$ cat src/rtl/lsu_ctrl.sv
// Load/store sequencer: checks alignment, runs one handshaked bus transaction with
// byte strobes and a response timeout, then pulses writeback/done or an exception.
//
// state  | meaning
// IDLE   | ready for a request; illegal/misaligned requests are rejected here
// REQ    | bus_valid asserted, waiting for bus_ready
// RESP   | waiting for bus_rvalid, timeout counter running
// DONE   | one-cycle completion pulse (and load writeback)
module lsu_ctrl #(
    parameter int CPU_WIDTH = 32,
    parameter int TIMEOUT   = 16
) (
    input  logic                 clk,
    input  logic                 rst_n,
    input  logic                 req_valid,
    output logic                 req_ready,
    input  logic                 req_we,
    input  logic [2:0]           req_funct3,
    input  logic [CPU_WIDTH-1:0] req_addr,
    input  logic [CPU_WIDTH-1:0] req_wdata,
    input  logic [4:0]           req_rd,
    output logic                 bus_valid,
    input  logic                 bus_ready,
    output logic                 bus_we,
    output logic [CPU_WIDTH-1:0] bus_addr,
    output logic [CPU_WIDTH-1:0] bus_wdata,
    output logic [3:0]           bus_wstrb,
    input  logic                 bus_rvalid,
    input  logic [CPU_WIDTH-1:0] bus_rdata,
    input  logic                 bus_err,
    output logic                 wb_valid,
    output logic [4:0]           wb_rd,
    output logic [CPU_WIDTH-1:0] wb_data,
    output logic                 done,
    output logic                 exc,
    output logic [1:0]           exc_cause,
    output logic                 busy
);

    localparam logic [1:0] S_IDLE = 2'd0;
    localparam logic [1:0] S_REQ  = 2'd1;
    localparam logic [1:0] S_RESP = 2'd2;
    localparam logic [1:0] S_DONE = 2'd3;

    localparam int CW = (TIMEOUT > 2) ? $clog2(TIMEOUT) : 1;
    localparam logic [CW-1:0] TO_LAST = CW'((TIMEOUT > 0) ? TIMEOUT - 1 : 0);

    logic [1:0]           state_q, state_d;
    logic [CW-1:0]        cnt_q, cnt_d;
    logic                 we_q, we_d;
    logic [2:0]           f3_q, f3_d;
    logic [1:0]           lo_q, lo_d;
    logic [4:0]           rd_q, rd_d;
    logic [CPU_WIDTH-1:0] baddr_q, baddr_d;
    logic [CPU_WIDTH-1:0] bwdata_q, bwdata_d;
    logic [3:0]           bwstrb_q, bwstrb_d;
    logic [CPU_WIDTH-1:0] wb_data_q, wb_data_d;
    logic [4:0]           wb_rd_q, wb_rd_d;
    logic                 exc_q, exc_d;
    logic [1:0]           cause_q, cause_d;

    logic                 illegal, misaligned;
    logic [CPU_WIDTH-1:0] fmt_wdata;
    logic [3:0]           fmt_wstrb;
    logic [7:0]           ld_byte;
    logic [15:0]          ld_half;
    logic [CPU_WIDTH-1:0] ld_data;

    always_comb begin
        illegal = (req_funct3 == 3'd3) || (req_funct3[2:1] == 2'b11)
                  || (req_we && (req_funct3[2:1] == 2'b10));
        case (req_funct3)
            3'd1, 3'd5: misaligned = req_addr[0];
            3'd2:       misaligned = (req_addr[1:0] != 2'b00);
            default:    misaligned = 1'b0;
        endcase
    end

    // Store data is replicated across lanes so the strobes alone select the target bytes.
    always_comb begin
        fmt_wdata = '0;
        fmt_wstrb = 4'b0000;
        if (req_we) begin
            case (req_funct3[1:0])
                2'd0: begin
                    fmt_wdata = {4{req_wdata[7:0]}};
                    fmt_wstrb = 4'b0001 << req_addr[1:0];
                end
                2'd1: begin
                    fmt_wdata = {2{req_wdata[15:0]}};
                    fmt_wstrb = req_addr[1] ? 4'b1100 : 4'b0011;
                end
                default: begin
                    fmt_wdata = req_wdata;
                    fmt_wstrb = 4'b1111;
                end
            endcase
        end
    end

    always_comb begin
        case (lo_q)
            2'd0:    ld_byte = bus_rdata[7:0];
            2'd1:    ld_byte = bus_rdata[15:8];
            2'd2:    ld_byte = bus_rdata[23:16];
            default: ld_byte = bus_rdata[31:24];
        endcase
        ld_half = lo_q[1] ? bus_rdata[31:16] : bus_rdata[15:0];
        case (f3_q)
            3'd0:    ld_data = {{24{ld_byte[7]}}, ld_byte};
            3'd1:    ld_data = {{16{ld_half[15]}}, ld_half};
            3'd4:    ld_data = {24'd0, ld_byte};
            3'd5:    ld_data = {16'd0, ld_half};
            default: ld_data = bus_rdata;
        endcase
    end

    always_comb begin
        state_d   = state_q;
        cnt_d     = cnt_q;
        we_d      = we_q;
        f3_d      = f3_q;
        lo_d      = lo_q;
        rd_d      = rd_q;
        baddr_d   = baddr_q;
        bwdata_d  = bwdata_q;
        bwstrb_d  = bwstrb_q;
        wb_data_d = wb_data_q;
        wb_rd_d   = wb_rd_q;
        exc_d     = 1'b0;
        cause_d   = cause_q;
        case (state_q)
            S_IDLE: begin
                if (req_valid) begin
                    if (illegal) begin
                        exc_d   = 1'b1;
                        cause_d = 2'd0;
                    end else if (misaligned) begin
                        exc_d   = 1'b1;
                        cause_d = 2'd1;
                    end else begin
                        we_d     = req_we;
                        f3_d     = req_funct3;
                        lo_d     = req_addr[1:0];
                        rd_d     = req_rd;
                        baddr_d  = {req_addr[CPU_WIDTH-1:2], 2'b00};
                        bwdata_d = fmt_wdata;
                        bwstrb_d = fmt_wstrb;
                        state_d  = S_REQ;
                    end
                end
            end
            S_REQ: begin
                if (bus_ready) begin
                    cnt_d   = '0;
                    state_d = S_RESP;
                end
            end
            S_RESP: begin
                // A response in the last allowed cycle takes priority over the timeout.
                if (bus_rvalid) begin
                    if (bus_err) begin
                        exc_d   = 1'b1;
                        cause_d = 2'd2;
                        state_d = S_IDLE;
                    end else begin
                        if (!we_q) begin
                            wb_data_d = ld_data;
                            wb_rd_d   = rd_q;
                        end
                        state_d = S_DONE;
                    end
                end else if ((TIMEOUT != 0) && (cnt_q == TO_LAST)) begin
                    exc_d   = 1'b1;
                    cause_d = 2'd3;
                    state_d = S_IDLE;
                end else begin
                    cnt_d = cnt_q + 1'b1;
                end
            end
            default: state_d = S_IDLE;
        endcase
    end

    always_ff @(posedge clk) begin
        if (!rst_n) begin
            state_q   <= S_IDLE;
            cnt_q     <= '0;
            we_q      <= 1'b0;
            f3_q      <= 3'd0;
            lo_q      <= 2'd0;
            rd_q      <= 5'd0;
            baddr_q   <= '0;
            bwdata_q  <= '0;
            bwstrb_q  <= 4'b0000;
            wb_data_q <= '0;
            wb_rd_q   <= 5'd0;
            exc_q     <= 1'b0;
            cause_q   <= 2'd0;
        end else begin
            state_q   <= state_d;
            cnt_q     <= cnt_d;
            we_q      <= we_d;
            f3_q      <= f3_d;
            lo_q      <= lo_d;
            rd_q      <= rd_d;
            baddr_q   <= baddr_d;
            bwdata_q  <= bwdata_d;
            bwstrb_q  <= bwstrb_d;
            wb_data_q <= wb_data_d;
            wb_rd_q   <= wb_rd_d;
            exc_q     <= exc_d;
            cause_q   <= cause_d;
        end
    end

    assign req_ready = (state_q == S_IDLE);
    assign busy      = (state_q != S_IDLE);
    assign bus_valid = (state_q == S_REQ);
    assign bus_we    = we_q;
    assign bus_addr  = baddr_q;
    assign bus_wdata = bwdata_q;
    assign bus_wstrb = bwstrb_q;
    assign done      = (state_q == S_DONE);
    assign wb_valid  = (state_q == S_DONE) && !we_q;
    assign wb_rd     = wb_rd_q;
    assign wb_data   = wb_data_q;
    assign exc       = exc_q;
    assign exc_cause = cause_q;

endmodule

$ cat config.mk
export PLATFORM = sky130hd
export DESIGN_NAME = lsu_ctrl
export DESIGN_NICKNAME = d
export VERILOG_FILES = /design/src/rtl/lsu_ctrl.sv
export SDC_FILE = /design/constraint.sdc
export NUM_CORES = 1
export LEC_CHECK = 0
export ABC_AREA = 1
export BUFFER_PORTS_ARGS = -buffer_cell sky130_fd_sc_hd__buf_2
export CAP_MARGIN = 20
export CORE_ASPECT_RATIO = 0.7
export CORE_MARGIN = 4
export CORE_UTILIZATION = 49
export DETAILED_ROUTE_END_ITERATION = 16
export GPL_TIMING_DRIVEN = 0
export HOLD_SLACK_MARGIN = 0.05
export PLACE_DENSITY_LB_ADDON = 0.12
export SLEW_MARGIN = 10
export SYNTH_ARGS = -nofsm -noshare
export SYNTH_HDL_FRONTEND = slang
export SYNTH_SLANG_ARGS = --single-unit
$ cat constraint.sdc
create_clock -name clk -period 1.92 [get_ports clk]
set_clock_uncertainty 0.15 [all_clocks]
set_input_delay 0.288 -clock clk [delete_from_list [all_inputs] [get_ports clk]]
set_output_delay 0.288 -clock clk [all_outputs]
set_load 0.01 [all_outputs]
==> results by group <==
Drt
  – DRT Pass-1 Iters: 5
  – Via-to-Cell Ratio: around 5.1
  – Routed via count: 6664
  – M1 WL: 9030 um
  – Post-route antenna net violation count: 0
  – DRC Markers: 0
  – Met2 WL post-DR: 8440 um
  – Drt total wl: 19800 um
  – Met3 WL post-DR: 1960 um
  – Routed WL per cell: around 15 um
  – DR top layer: met4
  – DR iter-0 viols: 469

Die
  – Core area: around 11000 um^2
  – Die Span X: 137 um
  – Initial Util: 0.511
  – # IOs: 225
  – Row count: 32
  – Die area: 13500 um^2
  – Die Ht: 98.5 um

Critical path
  – WP data arrival: around 2.0 ns
  – R2R Setup Slk: about 0.13 ns
  – Crit end category: register
  – Critical R2R Launch: bus_we$_SDFFE_PN0P_
  – Worst Path Max Fanout: 10
  – Reg2reg end: wb_data[13]$_SDFFE_PN0P_
  – Max incr delay on CP: 0.55 ns
  – Reg2reg path depth: 7
  – CP Launch Type: input port
  – Slowest cell on the critical path: dlygate4sd3_1
  – Worst-path cell chain: dlygate4sd3_1 > buf_2 > inv_1 > nand2_1 > nand2_1 > nand2_2 > nand3_4 > clkinv_2 > clkbuf_4 > nand3_1 > a21oi_1
  – CP Class: input port to register
  – Cell mode on critical path: nand2_1
  – Data required, critical path: 2.05 ns

Global route
  – Overflow after GRT: 0
  – Vias in the first global route: 6177
  – Initial antenna violation count: 0
  – Global-route wire length before repair: 30900 um
  – Largest net degree at the start of global routing: 17
  – Tot GR Track Use: 0.286

Logic synthesis
  – Cell taking the most area after synthesis: dfxtp_1
  – Mapped Area: 5730 um^2
  – Ys flop type: dfxtp_1
  – Adder-Cell Fraction of Synth Area: 0.00218
  – Largest cells by area after synthesis: dfxtp_1, nand2_1, a21oi_1, nor2_1, nand3_1
  – Synth top area share: 0.430
  – Cells after Synth: 852
  – Post-Syn Area per Cell: just under 7 um^2
  – Post-synth EDFFs: 0
  – Mux share of post-synthesis cell area: 0
  – Top-count cell post-synth: nand2_1
  – FFs w/ async S/R, synth: 0
  – Post-Synth Simple-Gate Area: 0.315
  – Compound-Gate Fraction of Synth Area: 0.149
  – Sequential share of the synthesized area: 0.430
  – Commonest cells post-synth: nand2_1, dfxtp_1, a21oi_1
  – Synthesized flop and latch total: 123
  – Synth warn: 0
  – Synth cell types: 33
  – Post-synthesis xor/xnor area fraction: 0.00306
  – Largest family of logic cells by synthesized area: simple AND/OR/NAND/NOR gates

Finish
  – Synthesis-to-finish area growth: 44.1%
  – Share of layout cells above drive strength 1: 0.263
  – Final non-filler cell total: 1318
  – Fill cells: 918
  – Post-layout nets: about 1300
  – Final core utilization: 0.737
  – Ant. Diodes: 0

STA
  – Hold Vio Cnt, Final: 0
  – Endpoints failing setup: 0
  – Setup TNS: 0 ns
  – Final WS setup: 0.104 ns
  – Slew Viols, Final: 0
  – Worst Tran Pin Value: 0.651 ns
  – Crit share post-route: 0.946
  – Fmax: 551 MHz
  – Unrepaired setup endpoints after global routing: true
  – Slew headroom: 0.566
  – Tmin final: between 1.5 and 2 ns

Placement
  – DP Cell Count: 1226
  – Final HPWL DP: roughly 14000 um
  – Placer congestion estimate: 0.931
  – I/O Buffers: 220
  – Dpl ws: 0.0283 ns

Clocking
  – Post-CTS setup buffers: 0
  – Clk_lat worst skew: around 0.41 ns
  – CTS Buffer Depth: 2
  – Clock transition at the registers of the reported paths: 0.06 ns
  – Clk sinks: around 120
  – CTS tree: done
  – H-tree levels: 4
  – CTS root buf: clkbuf_16
  – CTS Buf Count: 17

Min path
  – WHS Path Cells: 5
  – Worst hold path class: input port to register
  – Hold path startpoint: bus_rdata[21]
  – WHS Endpoint: wb_data[21]$_SDFFE_PN0P_

Power
  – Power Density: 896 nW/um^2
  – LEAKAGE: between 0.004 and 0.005 uW
  – Total design power: approximately 7400 uW
  – Maximum vdd ir drop: approximately 760 uV

Outcome
  – Status: finished, final reports clean

Run
  – Number of max-cap violations: 0
## worst max-delay path: cells and delay by family
kind / cells / cell delay, ns
and+or+nand+nor: 5 / 0.45
buffers and inverters: 5 / 1.14
AOI/OAI and AO/OA: 1 / 0.07
## metrics by stage
stage / cell area, um^2 / hold WS [ns]
5_1_grt: 8260 / 0.0779
2_1_floorplan: 5740 / 0.282
3_5_place_dp: 7030 / 0.300
6_report: 8260 / 0.0643
3_3_place_gp: 7030 / 0.298
4_1_cts: 8240 / 0.0500
## registers in the layout, summed over array words and instances, names as in the netlist
| register | count |
|---|---|
| bus_wdata | 32 |
| wb_data | 32 |
| bus_addr | 30 |
| rd_q | 5 |
| wb_rd | 5 |
| bus_wstrb | 4 |
| cnt_q | 4 |
| f3_q | 3 |
| exc_cause | 2 |
| lo_q | 2 |
| state_q | 2 |
| bus_we | 1 |
| exc | 1 |
## kinds of logic after synthesis
kind of cell    after synthesis
flops                       123
other cells                   1
buf+inv                     117
simple gates                438
compound gates              170
fa+ha+maj                     1
xor+xnor                      2
## layer usage
metal / up-vias / track usage
met5: - / 0
met4: 0 / 0.0928
met3: 34 / 0.0719
met2: 334 / 0.429
met1: 2957 / 0.403
li1: 3339 / -
## worst max path at each step
stage	start	to	slack [ns]	cells after the start
6_report	req_funct3[2]	bus_wdata[15]$_SDFFE_PN0P_	0.10	11
5_1_grt	req_funct3[2]	rd_q[2]$_SDFFE_PN0P_	-0.04	11
4_1_cts	state_q[1]$_SDFFE_PN0P_	wb_data[13]$_SDFFE_PN0P_	0.04	6
3_5_place_dp	rst_n	bus_wdata[24]$_SDFFE_PN0P_	0.03	5
3_3_place_gp	rst_n	exc$_SDFF_PN0_	0.02	5
2_1_floorplan	req_funct3[1]	f3_q[1]$_SDFFE_PN0P_	0.41	9
## power breakdown
part	total, uW	switching (uW)	internal, uW
combinational	1360	817	539
clock	3290	1200	2080
sequential	2760	81.1	2680
## layout make-up
type                       instances  area, um^2  area share
tap                              153         191      0.0232
timing repair buffer             280        1700       0.206
buffer                            52         340      0.0412
multi-input combinational        613        2710       0.328
clock inverter                    13         168      0.0203
clock buffer                      19         443      0.0536
sequential                       123        2460       0.298
inverter                          65         248      0.0300
## repair_timing
item,CTS,global route
hold endpoints to repair,60,0
setup endpoints to repair,0,53
hold buffers,60,0
resized for setup,0,11
## cell usage in the layout (no fill, tap or decap), types with 2 or more instances in the layout
cell type / Yosys / final
a21oi_1: 108 / 108
buf_1: 3 / 3
buf_2: 17 / 232
buf_4: 2 / 3
buf_6: 4 / 4
buf_8: 5 / 5
bufinv_16: 0 / 3
clkbuf_1: 20 / 20
clkbuf_16: 0 / 17
clkbuf_4: 0 / 4
clkinv_2: 1 / 3
clkinv_4: 0 / 5
clkinvlp_4: 0 / 2
conb_1: 1 / 2
dfxtp_1: 123 / 122
dlygate4sd3_1: 0 / 60
inv_1: 55 / 55
inv_2: 8 / 8
nand2_1: 262 / 261
nand2_2: 3 / 4
nand3_1: 45 / 45
nand4_1: 8 / 8
nor2_1: 97 / 97
nor2_2: 3 / 2
nor2_4: 3 / 4
nor3_1: 13 / 13
o21ai_0: 22 / 22
o21ai_1: 38 / 38
Power figures use the tool's default switching activity.
